File: src/rtl/mul_seq.sv
// Iterative shift-add multiplier/accumulator feeding the 40-bit MR register, with optional rounding.
// Build option: define MUL_SAT_EN to saturate MR on accumulate overflow or rounding carry-out.
module mul_seq #(
  parameter int unsigned SIZE = 16
) (
  input  logic                  clk,
  input  logic                  rst_n,
  input  logic                  start,
  input  logic [SIZE-1:0]       op_a,
  input  logic [SIZE-1:0]       op_b,
  input  logic                  ps_mul_sgn,
  input  logic                  ps_mul_IbF,
  input  logic                  ps_mul_rndPrdt,
  input  logic [1:0]            ps_mul_op,
  output logic                  busy,
  output logic                  done,
  output logic [SIZE*5/2-1:0]   mr_out,
  output logic                  mv
);
  localparam int unsigned MW = SIZE * 5 / 2;
  localparam int unsigned PW = 2 * SIZE;
  localparam int unsigned CW = $clog2(SIZE);
  localparam int unsigned UW = MW - SIZE;
`ifdef MUL_SAT_EN
  localparam bit SAT_EN = 1'b1;
`else
  localparam bit SAT_EN = 1'b0;
`endif
  localparam logic [MW-1:0] MR_MAX = {1'b0, {(MW-1){1'b1}}};
  localparam logic [MW-1:0] MR_MIN = {1'b1, {(MW-1){1'b0}}};
  localparam logic [UW-1:0] UP_MAX = {1'b0, {(UW-1){1'b1}}};

  typedef enum logic [1:0] {IDLE, MUL, ACC, RND} state_t;
  state_t state, state_nxt;

  logic [CW-1:0]   cnt;
  logic            sgn_q, ibf_q, rnd_q, neg_q, clr_pend;
  logic [1:0]      op_q;
  logic [PW-1:0]   mcand, prod;
  logic [SIZE-1:0] mplier;
  logic [MW-1:0]   acc, mr;
  logic            acc_ovf, acc_sat, mv_q, done_q;

  logic            accept, clr_req;
  logic [SIZE-1:0] a_abs, b_abs;
  logic [PW-1:0]   p_sgn, p_al;
  logic [MW-1:0]   p_ext, sum, diff, acc_nxt, res;
  logic            ovf, inc, rnd_ovf, rnd_sat;
  logic [UW-1:0]   upper, upper_r;

  always_comb begin
    state_nxt = state;
    accept    = 1'b0;
    clr_req   = 1'b0;
    case (state)
      IDLE: if (start && !clr_pend) begin
        if (ps_mul_op == 2'b11) clr_req = 1'b1;
        else begin
          accept    = 1'b1;
          state_nxt = MUL;
        end
      end
      MUL:     if (cnt == CW'(SIZE - 1)) state_nxt = ACC;
      ACC:     state_nxt = RND;
      RND:     state_nxt = IDLE;
      default: state_nxt = IDLE;
    endcase
  end

  assign busy   = (state != IDLE);
  assign done   = done_q;
  assign mr_out = mr;
  assign mv     = mv_q;

  always_comb begin
    a_abs = (ps_mul_sgn && op_a[SIZE-1]) ? -op_a : op_a;
    b_abs = (ps_mul_sgn && op_b[SIZE-1]) ? -op_b : op_b;
  end

  // Sign/alignment happen in product width before extension, so a fractional
  // 0x8000 x 0x8000 wraps negative exactly as the combinational path did.
  always_comb begin
    p_sgn   = neg_q ? -prod : prod;
    p_al    = ibf_q ? {p_sgn[PW-2:0], 1'b0} : p_sgn;
    p_ext   = sgn_q ? {{(MW-PW){p_al[PW-1]}}, p_al} : {{(MW-PW){1'b0}}, p_al};
    sum     = mr + p_ext;
    diff    = mr - p_ext;
    acc_nxt = p_ext;
    ovf     = 1'b0;
    case (op_q)
      2'b01: begin
        acc_nxt = sum;
        ovf     = (mr[MW-1] == p_ext[MW-1]) && (sum[MW-1] != mr[MW-1]);
      end
      2'b10: begin
        acc_nxt = diff;
        ovf     = (mr[MW-1] != p_ext[MW-1]) && (diff[MW-1] != mr[MW-1]);
      end
      default: ;
    endcase
    if (SAT_EN && ovf) acc_nxt = mr[MW-1] ? MR_MIN : MR_MAX;
  end

  always_comb begin
    upper   = acc[MW-1:SIZE];
    inc     = acc[SIZE-1] && ((acc[SIZE-2:0] != '0) || acc[SIZE]);
    upper_r = upper + UW'(inc);
    rnd_ovf = inc && (upper == UP_MAX);
    rnd_sat = 1'b0;
    res     = acc;
    if (rnd_q) begin
      if (acc_sat) res = {upper, {SIZE{1'b0}}};
      else if (SAT_EN && rnd_ovf) begin
        res     = MR_MAX;
        rnd_sat = 1'b1;
      end else res = {upper_r, {SIZE{1'b0}}};
    end
  end

  always_ff @(posedge clk or negedge rst_n) begin
    if (!rst_n) begin
      state    <= IDLE;
      cnt      <= '0;
      sgn_q    <= 1'b0;
      ibf_q    <= 1'b0;
      rnd_q    <= 1'b0;
      neg_q    <= 1'b0;
      op_q     <= '0;
      clr_pend <= 1'b0;
      mcand    <= '0;
      mplier   <= '0;
      prod     <= '0;
      acc      <= '0;
      acc_ovf  <= 1'b0;
      acc_sat  <= 1'b0;
      mr       <= '0;
      mv_q     <= 1'b0;
      done_q   <= 1'b0;
    end else begin
      state  <= state_nxt;
      done_q <= 1'b0;
      if (clr_pend) begin
        mr       <= '0;
        mv_q     <= 1'b0;
        done_q   <= 1'b1;
        clr_pend <= 1'b0;
      end
      if (clr_req) clr_pend <= 1'b1;
      if (accept) begin
        sgn_q  <= ps_mul_sgn;
        ibf_q  <= ps_mul_IbF;
        rnd_q  <= ps_mul_IbF && ps_mul_rndPrdt;
        op_q   <= ps_mul_op;
        neg_q  <= ps_mul_sgn && (op_a[SIZE-1] ^ op_b[SIZE-1]);
        mcand  <= {{SIZE{1'b0}}, a_abs};
        mplier <= b_abs;
        prod   <= '0;
        cnt    <= '0;
      end
      case (state)
        MUL: begin
          if (mplier[0]) prod <= prod + mcand;
          mcand  <= {mcand[PW-2:0], 1'b0};
          mplier <= {1'b0, mplier[SIZE-1:1]};
          cnt    <= (cnt == CW'(SIZE - 1)) ? '0 : cnt + CW'(1);
        end
        ACC: begin
          acc     <= acc_nxt;
          acc_ovf <= ovf;
          acc_sat <= SAT_EN && ovf;
        end
        RND: begin
          mr     <= res;
          mv_q   <= mv_q | acc_ovf | rnd_sat;
          done_q <= 1'b1;
        end
        default: ;
      endcase
    end
  end
endmodule

File: config.mk
export PLATFORM = sky130hd
export DESIGN_NAME = mul_seq
export DESIGN_NICKNAME = d
export VERILOG_FILES = /design/src/rtl/mul_seq.sv
export SDC_FILE = /design/constraint.sdc
export NUM_CORES = 1
export LEC_CHECK = 0
export ABC_AREA = 1
export CAP_MARGIN = 15
export CORE_MARGIN = 2
export CORE_UTILIZATION = 30
export CTS_CLUSTER_DIAMETER = 60
export DETAILED_ROUTE_END_ITERATION = 16
export SLEW_MARGIN = 20
export SYNTH_ARGS = -nofsm -noshare
export SYNTH_HDL_FRONTEND = slang
export SYNTH_SLANG_ARGS = --single-unit
File: constraint.sdc
create_clock -name clk -period 4 [get_ports clk]
set_input_delay 0.6 -clock clk [delete_from_list [all_inputs] [get_ports clk]]
set_output_delay 0.6 -clock clk [all_outputs]
set_load 0.005 [all_outputs]
**Yosys cells after proc, flatten, opt, wreduce, memory -nomap -nowiden**

Cells that the tools add are included.

- Register bits: 176
- Output and inout port bits: 43

- Eq/ne operators: 14
- Reduce and logical (&&, ||, !) cells: 16
- $add $sub $neg: 8
- Multiplexer cells: 35
- Bitwise operators: 2

Operators with widths:

| cell | number |
|---|---|
| $mux W32 | 7 |
| $mux W40 | 4 |
| $pmux W40 S2 | 1 |
| $mux W16 | 4 |
| $add A40 B40 Y40 | 1 |
| $sub A40 B40 Y40 | 1 |
| $add A32 B32 Y32 | 1 |
| $neg A16 Y16 | 2 |
| $neg A32 Y32 | 1 |
| $add A24 B1 Y24 | 1 |
| $reduce_bool A15 Y1 | 1 |
| $mux W4 | 3 |
| $mux W1 | 11 |
| $eq A2 B2 Y1 const B | 4 |
| $logic_and A1 B1 Y1 | 8 |
| $pmux W2 S4 | 1 |
| $mux W2 | 3 |
| $ne A2 B2 Y1 const B | 3 |
| $reduce_bool A2 Y1 | 3 |
| $add A4 B1 Y4 const B | 1 |
| $eq A2 B1 Y1 const B | 2 |
| $eq A4 B4 Y1 const B | 1 |
| $ne A1 B1 Y1 | 3 |
| $reduce_and A3 Y1 | 1 |
| 7 further kinds | 7 |

**Longest topological paths before layout**

Gate-level depths: netlist of run 1.

- Depth after elaboration: 8
- Mapped depth: 29
- Gate-level depth less buffers: 28

**Least setup slack after synthesis of run 1**

OpenSTA, ideal clock, no wires.

- Path type: register -> register
- From: reg prod[1]
- To: reg acc[23]
- Buffers on the path: 1
- Library setup time: 0.118 ns
- Data arrival time: 3.182 ns
- Stages on the path, launching flop included: 25
- Path slack: 0.700 ns
- Cells stage by stage: dfrtp_1 > inv_1 > ha_1 > nand2_1 > nor2_2 > and2_1 > nand3b_1 > nand2_1 > o21ai_1 > xnor2_1 > nand2_1 > o21ai_2 > inv_1 > ha_1 > buf_2 > nand2_1 > nor2_1 > inv_1 > nor2_1 > and3_1 > a21oi_1 > or2_0 > nand3_1 > nand2_1 > a21o_1

- Longest elaborated chain between the ends: 6
- Elaborated cells on any way between the ends: 7
- Classes of those cells: add/sub (3); mux (4)

Ends and longest elaborated chain:

| element | RTL line | RTL |
|---|---|---|
| start: declaration | 39 | `logic [PW-1:0] mcand, prod;` |
| start signal: assignment | 162 | `if (mplier[0]) prod <= prod + mcand;` |
| $neg A32 Y32 | 83 | `p_sgn = neg_q ? -prod : prod;` |
| $mux W32 * | 83 |  |
| $mux W32 * | 84 | `p_al = ibf_q ? {p_sgn[PW-2:0], 1'b0} : p_sgn;` |
| $mux W40 * | 85 | `p_ext = sgn_q ? {{(MW-PW){p_al[PW-1]}}, p_al} : {{(MW-PW){1'b0}}, p_al};` |
| $sub A40 B40 Y40 or $add A40 B40 Y40 (tied branches) | 87, 86 |  |
| $pmux W40 S2 * | 90 | `case (op_q)` |
| end signal: assignment | 168 | `acc <= acc_nxt;` |
| end: declaration | 41 | `logic [MW-1:0] acc, mr;` |

Every way passes the cells marked *; elsewhere a longest branch is shown, timed or not.
A chain may end at the register's enable or synchronous reset.

**Final worst setup path of run 1**

- From: reg prod[1]
- To: reg acc[29]

Same word-level chain as after synthesis.

==> results of run 1 <==
==> path summary, 6_finish.rpt <==
check | startpoint | endpoint | slack (ps) | cells past startpoint
max | prod[1] | acc[29] | 160 | 24
min | rst_n | prod[22] | 80 | 1
max reg2reg | prod[1] | acc[29] | 160 | 24
min reg2reg | mplier[2] | mplier[1] | 490 | 2
max in group asynchronous | rst_n | mcand[24] | 2930 | 2
min in group clk | mplier[2] | mplier[1] | 490 | 2
==> metrics by stage <==
step,cells,hold slack (ps)
detailed placement,3696,471
global route,3740,110
global placement,3696,472
finish,3740,84.3
floorplan,2733,304
CTS,3729,92.4
==> area by class of cell <==
cell class	instances	area share (%)
clock inverter	13	0.592
tap	765	4.35
multi-input combinational	2085	55.5
clock buffer	19	2.06
inverter	404	6.90
timing repair buffer	278	10.5
sequential	176	20.0
==> registers in the layout, summed over array words and instances, names as in the netlist <==
register,count
acc,40
acc_ovf,1
clr_pend,1
cnt,4
done,1
ibf_q,1
mcand,32
mplier,16
mr_out,40
mv,1
neg_q,1
op_q,2
prod,32
rnd_q,1
sgn_q,1
state,2
==> cells in the mapped netlist, types with 29 or more instances <==
cell type,n,area share (%)
nand2_1,679,15
inv_1,380,8.1
nor2_1,273,5.8
o21ai_0,203,5.8
dfrtp_1,176,25
a21oi_1,175,5.0
nand3_1,156,4.5
ha_1,133,9.5
xor2_1,53,2.6
clkbuf_1,50,1.1
nor3_1,47,1.3
o21ai_1,45,1.3
o22ai_1,32,1.1
o221ai_1,29,1.4
==> worst max-delay path: stages (launching register included) <==
cell and delay [ps]:
dfrtp_1 390, inv_2 80, buf_4 140, nand3_2 130, inv_1 130, nand2_1 80
nand2_1 80, xor2_1 210, a21boi_0 140, buf_4 180, inv_1 60, ha_2 310
nor2_1 270, inv_2 80, nor2_2 130, nand2_1 100, o21ai_2 330, nand2_1 90
nand2_1 210, nand2_1 160, a21o_1 180, nand3_1 70, nand2_1 60, nand2_1 60
nand2_1 50
==> cells in the final DEF, fill, tap and decap left out, types with 6 or more instances in the layout <==
master	synthesis	routed
nand2_1	679	656
inv_1	380	370
nor2_1	273	228
buf_4	1	194
o21ai_0	203	178
dfrtp_1	176	176
a21oi_1	175	149
nand3_1	156	147
ha_1	133	113
clkdlybuf4s50_1	0	81
o21ai_1	45	59
xor2_1	53	51
nor2_2	13	42
nor3_1	47	37
o22ai_1	32	32
inv_2	20	30
a21oi_2	5	29
o221ai_1	29	29
nand2_2	9	27
nand4_1	24	24
o211ai_1	24	24
o21bai_1	21	21
o21ai_2	12	20
a21o_1	20	20
nor2_4	1	17
clkbuf_16	0	17
ha_4	0	16
o21a_1	13	13
a31oi_1	13	13
nor3_2	5	12
o31ai_1	12	12
a32o_1	12	12
xnor2_1	12	11
nand3_2	2	10
nand3b_1	8	8
or2_0	7	6
==> timing repair <==
action                     CTS  global route
setup endpoints to repair   16            30
buffers inserted             1            11
resized for setup           28           213
pin swaps                    1            45
==> cells by family after synthesis <==
group           after synthesis  synth area share, %
xor+xnor                     67                 3.43
fa+ha+maj                   136                 9.84
compound gates              645                 22.0
simple gates               1237                 29.4
flops                       176                 25.1
buf+inv                     472                 10.2
==> metal layers <==
metal	vias up	track usage (%)	share of wire, %	wire length [um]
li1	9496	-	-	-
met1	9001	29.9	44	30500
met2	646	37.9	47	32300
met3	113	3.65	5.6	3920
met4	0	9.95	3.9	2730
met5	-	0	0	0
==> metrics, run 1 <==
status finished clean; CTS Buf Count 17; GRT Residual Overflow 0; Worst Setup Start Kind register; Via density around 5; setup violators final 0; root buffer cell clkbuf_16; via count between 15000 and 20000; Syn Inst Count around 2700; Starting DRT DRC Count about 1700; CTS tree done; Final TNS setup 0 ps; Rel. slew slack 36.7%; utilization after layout 38.1%; sequential element share of the synthesized area 25.1%; Hold Crit Class input port to async pin; H-tree depth 4; clock skew 19.3 ps; placed cell area approximately 20000 um2; Worst Path Class, Setup register to register; CORE AREA between 50000 and 60000 um2; Max Fclk between 0.2 and 0.3 GHz; DP Worst Slack -377 ps; mean post-synth cell area between 6 and 7 um2; min cycle time layout roughly 3800 ps; share of cells above drive strength 1 15.9%; TritonRoute pass-1 iters 6; FF+latch count, synth around 180; vias in the first global route between 15000 and 20000; Layout Nets around 3100; GRT Overall Usage a little under a quarter; Placer Congestion between 1 and 1.5; Post-DRT Antenna Nets 0; Final Cycle Share a little over nine tenths; Post-Syn Area 17500 um2; Multi-input gate area approximately 12000 um2; clk buf depth 2; FP Rows between 80 and 90; DRC violations left 0; FF+latch area ~4400 um2; post-synthesis to final-layout area growth 25.4%; IO buf count around 80; max_cap viols 0; fillcell total between 6000 and 7000; count of different cell masters after synthesis 57; post-detail-place hpwl about 56000 um; Die X between 200 and 250 um; n_diodes 0; clock latency on the worst-skew pair 520 ps; Initial Utilization between 30 and 40%; final instance area approximately 22000 um2; die area between 60000 and 70000 um2; worst-path fanout max 8; YS warnings 0; clock sink total between 150 and 200; Ports 83; unrepaired setup endpoints after global routing true; Worst-path clk slew approximately 80 ps; ys flop type dfrtp_1; Slew Limit Fails 0; Die Span Y 246 um; actual slew at the worst max-slew pin roughly 950 ps; Post-synth EDFFs 0; initial antenna violation count 0; WP data required between 4000 and 5000 ps; cts hold-fix bufs 0; worst setup margin ~160 ps; syn_nets ~2900; crit path capture type register; wire per inst between 15 and 20 um; asr flop ratio synth between 90% and 100%; first-pass GRT wire length 106000 um; Detailed Route WL approximately 69000 um; CP arrival about 4200 ps; Final Hold Fails 0; largest net degree at the start of global routing 72
Power of run 1 is left out: the tool's default activity adds up to more than one toggle a clock period on the data nets, which glitch-free logic cannot reach.
==> run 2: changes to the inputs <==
- CTS_CLUSTER_SIZE: unset -> 16
==> results of run 2 <==
Final layout, timing and power as in run 1 (identical DEF).
Power of run 2 is left out for the same reason.
==> run 3: changes to the inputs <==
- CORE_MARGIN: 2 -> unset
- GPL_TIMING_DRIVEN: unset -> 1
==> metrics, run 3 (synthesis results as in run 1) <==
WP data required roughly 4400 ps; wire per inst 18.9 um; first-pass GRT wire length approximately 110000 um; post-detail-place hpwl around 57000 um; Layout Nets 3137; cts hold-fix bufs 0; Final Cycle Share between 90% and 100%; utilization after layout a little under two fifths; via count ~19000; most frequent cells in the layout nand2_1 (663), inv_1 (369), nor2_1 (233); Via density ~5.1; Multi-input gate area approximately 12000 um2; Post-DRT Antenna Nets 0; placed cell area 20400 um2; DRC violations left 0; Hold Crit Class input port to async pin; Die X between 200 and 250 um; CTS tree done; clk buf depth 2; crit path capture type register; share of cells above drive strength 1 15.3%; Worst Path Class, Setup register to register; max_cap viols 0; status finished clean; crit path cell chain nor2_1, nand2_1, nor2_1, nand2_2, buf_4, nand2_1, nand3_1, nand3_4, nand3_4, buf_4, ha_1, inv_1, nor3_1, buf_4, nand2_1, nand3_1, a21oi_2, nand3_1, inv_1, nand3_1, nand3_1, nand2_1, nand2_1, nand2_1; WL met3 approximately 3600 um; FP Rows just under 90; clock skew between 15 and 20 ps; Placer Congestion 0.997; Starting DRT DRC Count ~1400; commonest non-fill, non-tap cell in the layout nand2_1; H-tree depth 4; CP arrival roughly 4200 ps; Top delay family on crit path simple AND/OR/NAND/NOR gates; GRT Overall Usage between 20% and 30%; root buffer cell clkbuf_16; vias in the first global route 18500; CTS Buf Count 17; FF+latch area 4410 um2; n_diodes 0; Final Hold Fails 0; actual slew at the worst max-slew pin 920 ps; Slowest cell on crit path dfrtp_1; worst-path fanout max 5; min cycle time layout around 3800 ps; Most common cell on crit path nand2_1; unrepaired setup endpoints after global routing true; met1 WL 31500 um; met2 wire length 32400 um; Ports 83; initial antenna violation count 0; final instance area between 20000 and 25000 um2; clock sink total between 150 and 200; Worst path max stage delay 450 ps; setup violators final 0; IO buf count between 80 and 90; largest net degree at the start of global routing slightly above 80; TritonRoute pass-1 iters 8; Die Span Y 244 um; Slew Limit Fails 0; GRT Residual Overflow 0; die area 59400 um2; fillcell total just over 6000; Worst Setup Start Kind register; Worst-path clk slew ~70 ps; clock latency on the worst-skew pair 520 ps; Rel. slew slack 38.6%; DR top layer met4; CP Buf/Inv Count 5; post-synthesis to final-layout area growth 24.5%; Initial Utilization a little under a third; Max Fclk 0.264 GHz; CORE AREA between 50000 and 60000 um2; Detailed Route WL around 70000 um
==> run 3: cell count changes in the layout (fill, tap and decap cells not counted), moves of 4 or more <==
cell | previous run | this run
nand2_1 | 656 | 663
nand2_4 | 5 | 1
nand3_2 | 10 | 6
nor2_1 | 228 | 233
nor2_4 | 17 | 11
==> run 3: repair_timing <==
item	4_1_cts	5_1_grt
buffers inserted	1	10
gates resized for setup	12	190
pin swaps	1	31
endpoints found under the setup margin	7	27
cloned	0	1
==> run 3: path summary, 6_finish.rpt <==
path	slack, ps	depth (start not counted)	end	start
max reg2reg	210	24	acc[39]	prod[7]
min reg2reg	490	2	mplier[13]	mplier[14]
max	210	24	acc[39]	prod[7]
min in group clk	490	2	mplier[13]	mplier[14]
max in group asynchronous	2810	2	prod[12]	rst_n
min	130	1	prod[27]	rst_n
==> run 3: through the flow <==
stage,worst slack (ps),instances,hold slack (ps),TNS (ps)
4_1_cts,-0.0560,3728,144,-0.0560
3_3_place_gp,-249,3695,474,-495
6_report,211,3739,130,0
5_1_grt,-39.5,3739,184,-191
2_1_floorplan,700,2733,304,0
3_5_place_dp,-215,3695,477,-386
==> run 3: layout make-up <==
type	instances	area share, %
clock inverters	13	0.574
flip-flops and latches	176	20.2
well taps	765	4.39
clock buffers	19	2.03
inverters	404	6.97
multi-input cells	2086	55.3
repair buffers	276	10.5
==> run 3: routing by layer <==
| layer | GRT usage (%) | vias to the layer above |
|---|---|---|
| met3 | 2.83 | 135 |
| met2 | 38.6 | 597 |
| met4 | 11.6 | 0 |
| li1 | - | 9503 |
| met5 | 0 | - |
| met1 | 30.9 | 8958 |
Power of run 3 is left out for the same reason.
